$ cat config.mk
export PLATFORM = sky130hd
export DESIGN_NAME = execute_pipe
export DESIGN_NICKNAME = d
export VERILOG_FILES = /design/src/rtl/execute_pipe.sv
export SDC_FILE = /design/constraint.sdc
export NUM_CORES = 1
export LEC_CHECK = 0
export CORE_MARGIN = 5
export CORE_UTILIZATION = 52
export DETAILED_ROUTE_END_ITERATION = 10
export GPL_ROUTABILITY_DRIVEN = 1
export GPL_TIMING_DRIVEN = 0
export HOLD_SLACK_MARGIN = 0.02
export PLACE_DENSITY = 0.78
export SYNTH_ARGS = -nofsm -noshare
export SYNTH_HDL_FRONTEND = slang
export SYNTH_SLANG_ARGS = --single-unit
$ cat constraint.sdc
create_clock -name clk -period 3.4 [get_ports clk]
set_input_delay 1.02 -clock clk [delete_from_list [all_inputs] [get_ports clk]]
set_output_delay 1.02 -clock clk [all_outputs]
set_load 0.01 [all_outputs]
$ cat src/rtl/execute_pipe.sv
// Pipelined MIPS execute stage: ALU, branch target and destination select feeding a
// registered EX/MEM beat under valid/ready, plus an iterative MULTU with HI/LO.
module execute_pipe #(
    parameter int DATA_W = 32,
    parameter int REG_AW = 5
) (
    input  logic              clk,
    input  logic              rst_n,
    input  logic              flush,
    input  logic              in_valid,
    output logic              in_ready,
    input  logic              alu_src,
    input  logic [1:0]        alu_op,
    input  logic              reg_dst,
    input  logic [DATA_W-1:0] pc_next,
    input  logic [DATA_W-1:0] branch_imm,
    input  logic [DATA_W-1:0] rs_data,
    input  logic [DATA_W-1:0] rt_data,
    input  logic [REG_AW-1:0] rt,
    input  logic [REG_AW-1:0] rd,
    output logic              out_valid,
    input  logic              out_ready,
    output logic [DATA_W-1:0] pc_branch,
    output logic              alu_zero,
    output logic [DATA_W-1:0] alu_res,
    output logic [REG_AW-1:0] write_reg
);
    localparam int CNT_W = (DATA_W > 1) ? $clog2(DATA_W) : 1;

    localparam logic [5:0] FN_ADD   = 6'h20;
    localparam logic [5:0] FN_SUB   = 6'h22;
    localparam logic [5:0] FN_AND   = 6'h24;
    localparam logic [5:0] FN_OR    = 6'h25;
    localparam logic [5:0] FN_SLT   = 6'h2A;
    localparam logic [5:0] FN_MFHI  = 6'h10;
    localparam logic [5:0] FN_MFLO  = 6'h12;
    localparam logic [5:0] FN_MULTU = 6'h19;

    function automatic logic [DATA_W-1:0] alu_calc(
        input logic [1:0]        op,
        input logic [5:0]        fn,
        input logic [DATA_W-1:0] a,
        input logic [DATA_W-1:0] b,
        input logic [DATA_W-1:0] hi_v,
        input logic [DATA_W-1:0] lo_v
    );
        logic signed [DATA_W-1:0] a_s;
        logic signed [DATA_W-1:0] b_s;
        logic [DATA_W-1:0]        r;
        a_s = $signed(a);
        b_s = $signed(b);
        r   = a + b;
        case (op)
            2'b01: r = a - b;
            2'b10: begin
                case (fn)
                    FN_ADD:   r = a + b;
                    FN_SUB:   r = a - b;
                    FN_AND:   r = a & b;
                    FN_OR:    r = a | b;
                    FN_SLT:   r = (a_s < b_s) ? DATA_W'(1) : '0;
                    FN_MFHI:  r = hi_v;
                    FN_MFLO:  r = lo_v;
                    FN_MULTU: r = '0;
                    default:  r = a + b;
                endcase
            end
            default: r = a + b;
        endcase
        return r;
    endfunction

    logic              busy;
    logic [CNT_W-1:0]  mul_cnt;
    logic [DATA_W-1:0] hi;
    logic [DATA_W-1:0] lo;
    logic [DATA_W-1:0] mcand;
    logic [DATA_W-1:0] acc_hi;
    logic [DATA_W-1:0] acc_lo;
    logic [DATA_W:0]   mul_sum;
    logic [DATA_W-1:0] acc_lo_nxt;

    logic              accept_p0;
    logic              is_multu_p0;
    logic [DATA_W-1:0] op_b_p0;
    logic [DATA_W-1:0] res_p0;
    logic [DATA_W-1:0] pcb_p0;
    logic [REG_AW-1:0] wreg_p0;

    logic              vld_p1;
    logic [DATA_W-1:0] pcb_p1;
    logic              zero_p1;
    logic [DATA_W-1:0] res_p1;
    logic [REG_AW-1:0] wreg_p1;

    // Stage p0: combinational execute on the ID/EX inputs
    assign in_ready    = !busy && (!vld_p1 || out_ready);
    assign accept_p0   = in_valid && in_ready && !flush;
    assign is_multu_p0 = (alu_op == 2'b10) && (branch_imm[5:0] == FN_MULTU);
    assign op_b_p0     = alu_src ? branch_imm : rt_data;
    assign res_p0      = alu_calc(alu_op, branch_imm[5:0], rs_data, op_b_p0, hi, lo);
    assign pcb_p0      = pc_next + (branch_imm << 2);
    assign wreg_p0     = is_multu_p0 ? '0 : (reg_dst ? rd : rt);

    // One shift-add step per cycle: {acc_hi, acc_lo} becomes the product after DATA_W steps
    assign mul_sum    = {1'b0, acc_hi} + {1'b0, (acc_lo[0] ? mcand : '0)};
    assign acc_lo_nxt = {mul_sum[0], acc_lo[DATA_W-1:1]};

    always_ff @(posedge clk or negedge rst_n) begin
        if (!rst_n) begin
            busy    <= 1'b0;
            mul_cnt <= '0;
            hi      <= '0;
            lo      <= '0;
            mcand   <= '0;
            acc_hi  <= '0;
            acc_lo  <= '0;
        end else if (flush) begin
            busy    <= 1'b0;
            mul_cnt <= '0;
        end else if (accept_p0 && is_multu_p0) begin
            busy    <= 1'b1;
            mul_cnt <= '0;
            mcand   <= rs_data;
            acc_hi  <= '0;
            acc_lo  <= rt_data;
        end else if (busy) begin
            acc_hi  <= mul_sum[DATA_W:1];
            acc_lo  <= acc_lo_nxt;
            mul_cnt <= mul_cnt + CNT_W'(1);
            if (mul_cnt == CNT_W'(DATA_W - 1)) begin
                busy    <= 1'b0;
                mul_cnt <= '0;
                hi      <= mul_sum[DATA_W:1];
                lo      <= acc_lo_nxt;
            end
        end
    end

    // Stage p1: EX/MEM output register, held while downstream stalls
    always_ff @(posedge clk or negedge rst_n) begin
        if (!rst_n) begin
            vld_p1  <= 1'b0;
            pcb_p1  <= '0;
            zero_p1 <= 1'b0;
            res_p1  <= '0;
            wreg_p1 <= '0;
        end else begin
            if (flush)
                vld_p1 <= 1'b0;
            else if (accept_p0)
                vld_p1 <= 1'b1;
            else if (out_ready)
                vld_p1 <= 1'b0;
            if (accept_p0) begin
                pcb_p1  <= pcb_p0;
                zero_p1 <= (res_p0 == '0);
                res_p1  <= res_p0;
                wreg_p1 <= wreg_p0;
            end
        end
    end

    assign out_valid = vld_p1;
    assign pc_branch = pcb_p1;
    assign alu_zero  = zero_p1;
    assign alu_res   = res_p1;
    assign write_reg = wreg_p1;

endmodule

Word level (Yosys, flattened, before mapping)

Index checks and enable logic that the tools add are counted.

Bits in writable memories: 0
Memory bits (read-only): 0
Bits in latches: 0
Word-level logic and storage cells: 70
Memories kept: 0
Flip-flop bits (word level): 237

Bitwise operators: 4
Order comparisons: 1
$mul: 0
Add/sub/neg operators: 5
Multiplexer cells: 22
Reduce and logical (&&, ||, !) cells: 16
Eq/ne operators: 10
Shifts and indexed selects: 0
Div/mod/pow operators: 0

Operators with widths:

| operator                                                        | count |
|---|---|
| 32-bit one-hot mux with 7 select lines                          | 1 |
| 32-bit 2-to-1 mux                                               | 6 |
| 32-bit adder                                                    | 2 |
| 32-bit one-hot mux with 2 select lines                          | 1 |
| 32-bit by 32-bit adder with 33-bit output                       | 1 |
| 32-bit bitwise AND                                              | 1 |
| 32-bit logical NOT                                              | 1 |
| 32-bit less-than comparator                                     | 1 |
| 32-bit OR                                                       | 1 |
| 32-bit subtractor                                               | 1 |
| 5-bit 2-to-1 mux                                                | 6 |
| 6-bit == test, second input constant                            | 4 |
| 6-bit by 5-bit == test with 1-bit output, second input constant | 3 |
| 1-bit 2-to-1 mux                                                | 8 |
| 3-bit nonzero test                                              | 2 |
| 5-bit by 1-bit adder with 5-bit output, second input constant   | 1 |
| 5-bit == test, second input constant                            | 1 |
| 1-bit logical AND                                               | 5 |
| 2-bit AND reduction                                             | 2 |
| 4-bit AND reduction                                             | 1 |
| 1-bit logical NOT                                               | 3 |
| 2-bit by 1-bit == test with 1-bit output, second input constant | 1 |
| 2-bit == test, second input constant                            | 1 |
| 1-bit inverter                                                  | 2 |
| other kinds (2)                                                 | 2 |

Logic depth before layout (Yosys ltp)

Gate-level depths: netlist (run 1).

Word-level depth: 8
Depth in mapped cells: 18
Depth with buffers taken out: 16

Worst setup path after synthesis (run 1)

No wires, ideal clock.

Kind: in2reg
From: input port alu_src
To: register zero_p1, in the netlist alu_zero
Setup time: 0.104 ns
Arrival: 5.062 ns
Cell stages on the path: 17
Path slack: -1.765 ns
Cells stage by stage: clkbuf_1 > buf_1 > mux2i_1 > inv_1 > ha_1 > fa_1 > a211oi_1 > o21ai_1 > o21a_1 > a41oi_2 > o21ai_1 > a311oi_1 > o31ai_1 > a21o_1 > a21oi_1 > a21oi_1 > o41ai_2

Word-level cells in the longest chain between the ends: 6
Elaborated cells between the ends (all ways): 10
Those cells by class: 2 x add/sub; 1 x order compare; 4 x mux; 2 x bitwise; 1 x reduce/logical

RTL lines:

| what                                       | line | RTL |
|---|---|---|
| start: declaration                         | 12   | `input logic alu_src,` |
| 32-bit 2-to-1 mux (*)                      | 100  | `assign op_b_p0 = alu_src ? branch_imm : rt_data;` |
| 32-bit less-than comparator                | 61   | `FN_SLT: r = (a_s < b_s) ? DATA_W'(1) : '0;` |
| 1-bit 2-to-1 mux                           | 61   |  |
| 32-bit one-hot mux with 7 select lines     | 56   | `case (fn)` |
| 32-bit one-hot mux with 2 select lines (*) | 53   | `case (op)` |
| 32-bit logical NOT (*)                     | 157  | `zero_p1 <= (res_p0 == '0);` |
| end signal: assignment                     | 157  |  |
| end: declaration                           | 92   | `logic zero_p1;` |

Mark *: on every way between the ends. The rest lies on a longest branch, timed or not.
A chain may end at the register's enable or synchronous reset.

Final worst setup path (run 1)

Ends and elaborated chain as after synthesis.

==> results.py, run 1 <==
metrics = {
    "worst_setup_path": {
        "crit_arrival_ns": 5.00,
        "cpMaxStageDelayCell": "ha_1",
        "crit_required_ns": 3.84,
        "r2r-start": "acc_lo[0]",
        "cp_max_fo": 5,
        "max_stage_delay_ns": 0.33,
        "cp-end-kind": "register",
        "crit_type": "in -> reg",
        "reg2reg_slack_ns": -0.36,
        "critPathMostFrequentCell": "buf_4",
        "critical_path.startpoint_type": "input pin",
        "worstReg2RegEnd": "acc_hi[29]",
        "r2r_cells": 16,
    },
    "placed_design": {
        "post_dp_cell_area_sq_mm": 0.0213,
        "gp_congestion": 0.984,
        "pre_cts_slack_ns": -2.75,
        "place_hpwl_um": 55400,
        "portBuffers": 215,
    },
    "floorplanning": {
        "die_x_um": 197,
        "die_h_um": 197,
        "io_pins": 219,
        "dieArea_sq_mm": 0.0388,
        "start_util_pct": 52.6,
        "num_rows": 68,
        "placeableCoreArea_sq_mm": 0.0345,
    },
    "cells_and_area": {
        "finalInstanceArea_sq_mm": 0.0254,
        "fill_cells": 2607,
        "mostFrequentLayoutCells": "nand2_1 (309), dfrtp_1 (236), clkdlybuf4s50_1 (161)",
        "nets": 2888,
        "area_growth_pct": 40.0,
        "finalCoreUtilization_pct": 73.6,
        "diodes": 0,
        "drive_above_1_share_pct": 23.9,
        "final_common_cell": "nand2_1",
    },
    "logic_synthesis": {
        "synthArstFlopShare_pct": 100,
        "yosysUniqueCellTypes": 90,
        "synth.yosys.seq_area_share_pct": 32.6,
        "yosys_warnings": 0,
        "ys.flop_type": "dfrtp_1",
        "synth_fp_nets": 2480,
        "synth_edf_count": 0,
        "ys_ff_latch": 237,
        "postSynthCellCount": 2168,
        "syn_avg_cell_area_sq_um": 8.38,
        "syn-cell-area_sq_mm": 0.0182,
    },
    "run_status": {
        "status": "finished, violations left",
        "failed_checks": "setup timing",
    },
    "detailed_routing": {
        "first_pass_iters": 6,
        "drtIter0Drc": 2022,
        "viasPerCell": 6.50,
        "totalWireLength_um": 76700,
        "ant_nets": 0,
        "drcViolationCount": 0,
        "wl_per_cell_um": 25.1,
        "routed-via-count": 19842,
    },
    "cts": {
        "ctsHtreeMaxLevel": 1,
        "cts_root_buffer": "clkbuf_16",
        "cts-buffers-inserted": 28,
        "holdBufCountCts": 0,
        "cts_max_path_buffers": 3,
        "insertion_delay_ns": 0.58,
        "clkTransAtPathRegs_ns": 0.06,
        "cts_num_sinks": 237,
        "cts_tree": "built",
    },
    "worst_hold_path": {
        "hold_path_class": "in -> async",
    },
    "global_routing": {
        "grt_usage_pct": 36.9,
        "antenna_found_initial": 2,
        "overflow": 0,
        "grt_pass1_wl_um": 112000,
        "grt_start_max_net_pins": 119,
        "grt_pass1_vias": 19570,
    },
    "run": {
        "maxCapViolations": 0,
    },
    "power_and_ir_drop": {
        "vdd_drop_max_uv": 360,
        "p_leak_nw": 11.5,
        "p_total_mw": 9.77,
        "power_density_mw_per_mm2": 384,
    },
    "sta": {
        "finalCritPeriodShare_pct": 134,
        "drv_slew": 0,
        "finClkSkew_ns": 0.0413,
        "grt_setup_unrepaired": "yes",
        "hold_viol": 0,
        "relSlewSlack_pct": 31.5,
        "setup_ws_ns": -1.17,
        "setup_viol": 75,
        "final.min_clock_period_ns": 4.57,
        "max_clock_freq_mhz": 219,
        "worst_pin_slew_ns": 1.03,
        "setup-tns-final_ns": -13.78,
    },
}
## what timing repair did
action                     CTS  global route
setup buffers              125            53
pin swaps                  126           100
gates resized for setup    396           181
setup endpoints to repair  172           151
gates cloned                 0             1
## logic make-up after synthesis
logic type	share of synthesized area [%]
multiplexers	4.73
adder cells (fa/ha/maj)	11.5
buffers and inverters	5.32
flip-flops	32.6
AO/OA/AOI/OAI	24.9
AND/OR/NAND/NOR	17.1
XOR/XNOR	3.76
## area by class of cell
type                    count  area (sq um)  area share (%)
plain buffers             106           628            2.47
clock buffers              42           843            3.32
clock inverters             9           101           0.399
inverters                 130           497            1.95
multi-input cells        1683         13300            52.2
flip-flops and latches    237          5930            23.3
well taps                 455           569            2.24
repair buffers            390          3580            14.1
## how the worst max path moves through the flow
| stage | from | endpoint | slack (ns) |
|---|---|---|---|
| CTS | alu_src | alu_zero | -1.02 |
| global route | alu_src | alu_zero | -1.26 |
| floorplan | alu_src | alu_zero | -1.17 |
| global placement | rst_n | pc_branch[7] | -8.68 |
| detailed placement | branch_imm[1] | alu_zero | -2.75 |
| finish | alu_src | alu_zero | -1.17 |
## report_power, final
part	total [mW]	internal [mW]	switching, mW
clock	3.07	1.79	1.27
sequential	3.17	3.04	0.133
combinational	3.53	1.61	1.92
total	9.77	6.44	3.32
## Yosys cell counts (13+ instances only)
library cell	instances	area, sq um
a21oi_1	131	656
a221oi_1	15	131
ha_1	161	2010
nor3_1	38	190
xnor2_1	46	403
inv_1	129	484
nor2_1	102	383
o211ai_1	18	135
o21ai_1	15	75.1
a21o_1	40	300
dfrtp_1	237	5930
o31ai_1	14	105
and2_1	34	213
a31oi_1	25	156
buf_1	13	48.8
nand3_1	59	295
mux2i_1	42	420
nand2b_1	19	119
nand2_1	318	1190
xor2_1	32	280
a211oi_1	18	135
mux2_2	39	439
o2111ai_1	19	166
o21bai_1	21	158
and3_1	16	100
a22oi_1	52	390
clkbuf_1	92	345
nor2b_1	16	100
o21ai_0	204	1020
## routing by layer
| metal | GRT usage, % | part of all wire (%) | vias to the layer above |
|---|---|---|---|
| li1 | - | - | 8643 |
| met1 | 49.0 | 39 | 9702 |
| met2 | 57.8 | 45 | 1184 |
| met3 | 5.59 | 9.4 | 313 |
| met4 | 21.1 | 7.0 | 0 |
| met5 | 0 | 0 | - |
## worst max-delay path, delay by kind of cell
| family | cells | cell delay [ns] |
|---|---|---|
| adders and majority gates | 1 | 0.33 |
| AOI/OAI and AO/OA | 4 | 0.84 |
| and+or+nand+nor | 4 | 0.58 |
| buffers and inverters | 16 | 2.05 |
| muxes | 1 | 0.18 |
## through the flow
stage                     instances  hold slack, ns
after CTS                      3010           0.244
after detailed placement       2840           0.464
after global routing           3052           0.247
after floorplan                2168           0.439
after global placement         2838           0.456
final                          3052           0.252
No activity file was read; power rests on OpenSTA's default activity.
==> run 2: changes to the inputs <==
--- a/config.mk
+++ b/config.mk
@@ -11,7 +11,7 @@
 export GPL_ROUTABILITY_DRIVEN = 1
 export GPL_TIMING_DRIVEN = 0
 export HOLD_SLACK_MARGIN = 0.02
-export PLACE_DENSITY = 0.78
+export PLACE_DENSITY = 0.85
 export SYNTH_ARGS = -nofsm -noshare
 export SYNTH_HDL_FRONTEND = slang
 export SYNTH_SLANG_ARGS = --single-unit
==> results.py, run 2 (same netlist as run 1, synthesis figures left out) <==
metrics = {
    "detailed_routing": {
        "first_pass_iters": 9,
        "totalWireLength_um": 77200,
        "ant_nets": 0,
        "drcViolationCount": 0,
        "routed-via-count": 19675,
        "viasPerCell": 6.51,
        "drtIter0Drc": 2027,
        "wl_per_cell_um": 25.5,
    },
    "sta": {
        "setup-tns-final_ns": -10.53,
        "max_clock_freq_mhz": 222,
        "finClkSkew_ns": 0.0201,
        "worst_pin_slew_ns": 0.954,
        "setup_viol": 35,
        "finalCritPeriodShare_pct": 132,
        "relSlewSlack_pct": 36.2,
        "hold_viol": 0,
        "setup_ws_ns": -1.10,
        "final.min_clock_period_ns": 4.50,
        "grt_setup_unrepaired": "yes",
        "drv_slew": 0,
    },
    "worst_setup_path": {
        "cp-end-kind": "register",
        "critical_path.startpoint_type": "input pin",
        "cp_max_fo": 4,
        "crit_required_ns": 3.84,
        "crit_arrival_ns": 4.94,
        "crit_type": "in -> reg",
    },
    "floorplanning": {
        "io_pins": 219,
        "die_x_um": 197,
        "start_util_pct": 52.6,
        "placeableCoreArea_sq_mm": 0.0345,
        "die_h_um": 197,
        "dieArea_sq_mm": 0.0388,
        "num_rows": 68,
    },
    "cts": {
        "holdBufCountCts": 0,
        "clkTransAtPathRegs_ns": 0.06,
        "cts_tree": "built",
        "cts_max_path_buffers": 3,
        "ctsHtreeMaxLevel": 1,
        "cts_root_buffer": "clkbuf_16",
        "insertion_delay_ns": 0.57,
        "cts-buffers-inserted": 26,
        "cts_num_sinks": 237,
    },
    "global_routing": {
        "grt_start_max_net_pins": 127,
        "grt_pass1_vias": 19768,
        "grt_pass1_wl_um": 114000,
        "overflow": 0,
        "grt_usage_pct": 37.4,
        "antenna_found_initial": 0,
    },
    "cells_and_area": {
        "regArea_sq_mm": 0.00593,
        "area_growth_pct": 40.2,
        "nets": 2858,
        "fill_cells": 2533,
        "drive_above_1_share_pct": 24.2,
        "multi_input_area_sq_mm": 0.0135,
        "finalCoreUtilization_pct": 73.7,
        "final_common_cell": "nand2_1",
        "mostFrequentLayoutCells": "nand2_1 (309), dfrtp_1 (236), clkdlybuf4s50_1 (154)",
    },
    "placed_design": {
        "pre_cts_slack_ns": -2.80,
        "place_hpwl_um": 55900,
        "portBuffers": 215,
        "gp_congestion": 0.993,
    },
    "run_status": {
        "status": "finished, violations left",
        "failed_checks": "setup timing",
    },
    "run": {
        "maxCapViolations": 0,
    },
    "worst_hold_path": {
        "hold_path_class": "reg -> reg",
    },
    "power_and_ir_drop": {
        "vdd_drop_max_uv": 403,
        "power_density_mw_per_mm2": 391,
        "p_leak_nw": 11.4,
    },
}
-- run 2: changes by cell type in the layout (fill, tap and decap cells not counted), moves of 6 or more --
| cell | delta |
|---|---|
| buf_4 | -28 |
| clkdlybuf4s50_1 | -7 |
| ha_1 | -6 |
| ha_2 | +6 |
| nor2_2 | +6 |
| o21ai_1 | -12 |
| o21ai_2 | +8 |
-- run 2: path summary, 6_finish.rpt --
kind | from | to | slack (ns) | depth (start not counted)
min in group asynchronous | rst_n | acc_hi[16] | 0.53 | 1
max in group asynchronous | rst_n | acc_lo[7] | 1.72 | 2
max | alu_src | alu_zero | -1.10 | 18
max reg2reg | acc_lo[0] | hi[27] | -0.17 | 16
min reg2reg | alu_res[10] | alu_res[10] | 0.48 | 2
min | alu_res[10] | alu_res[10] | 0.48 | 2
-- run 2: layer usage --
layer / routed length [um] / track usage [%]
met1: 29500 / 49.0
met2: 34900 / 59.4
met3: 7340 / 5.73
met4: 5460 / 21.1
met5: 0 / 0
-- run 2: cell type report --
class / count / share of cell area, %
Tap cell: 455 / 2.24
Inverter: 130 / 1.95
Clock buffer: 34 / 2.99
Timing Repair Buffer: 361 / 13.3
Clock inverter: 14 / 0.727
Antenna cell: 1 / 0.00982
Sequential cell: 237 / 23.3
Buffer: 106 / 2.58
Multi-Input combinational cell: 1684 / 52.9
-- run 2: worst max-delay path, cell delays in order --
cell	delay, ns
clkbuf_16	0.12
buf_16	0.13
mux2i_4	0.25
inv_2	0.08
ha_4	0.17
fa_2	0.54
inv_2	0.05
and3_1	0.13
a221o_1	0.27
a211o_1	0.27
a221oi_4	0.24
a31oi_1	0.16
a2111oi_2	0.36
and4bb_1	0.29
and4_1	0.26
and4_1	0.24
nand4b_1	0.12
o41ai_2	0.21
-- run 2: what timing repair did --
| item | CTS | global route |
|---|---|---|
| buffers inserted | 112 | 34 |
| hold endpoints to repair | 0 | 0 |
| endpoints found under the setup margin | 172 | 152 |
| pin swaps | 127 | 119 |
| cloned | 2 | 0 |
| resized for setup | 435 | 191 |
-- run 2: power breakdown --
| part | switching (mW) | internal (mW) |
|---|---|---|
| sequential | 0.133 | 3.04 |
| combinational | 1.97 | 1.67 |
| clock | 1.27 | 1.88 |
-- run 2: per-stage QoR --
| stage | hold slack, ns | cell area, sq um | instances | power [mW] |
|---|---|---|---|---|
| floorplan | 0.439 | 18500 | 2168 | 4.76 |
| global placement | 0.459 | 21200 | 2838 | 5.98 |
| detailed placement | 0.464 | 21300 | 2839 | 6.02 |
| CTS | 0.481 | 24500 | 2991 | 9.66 |
| global route | 0.498 | 25500 | 3021 | 10.3 |
| finish | 0.480 | 25500 | 3022 | 9.96 |
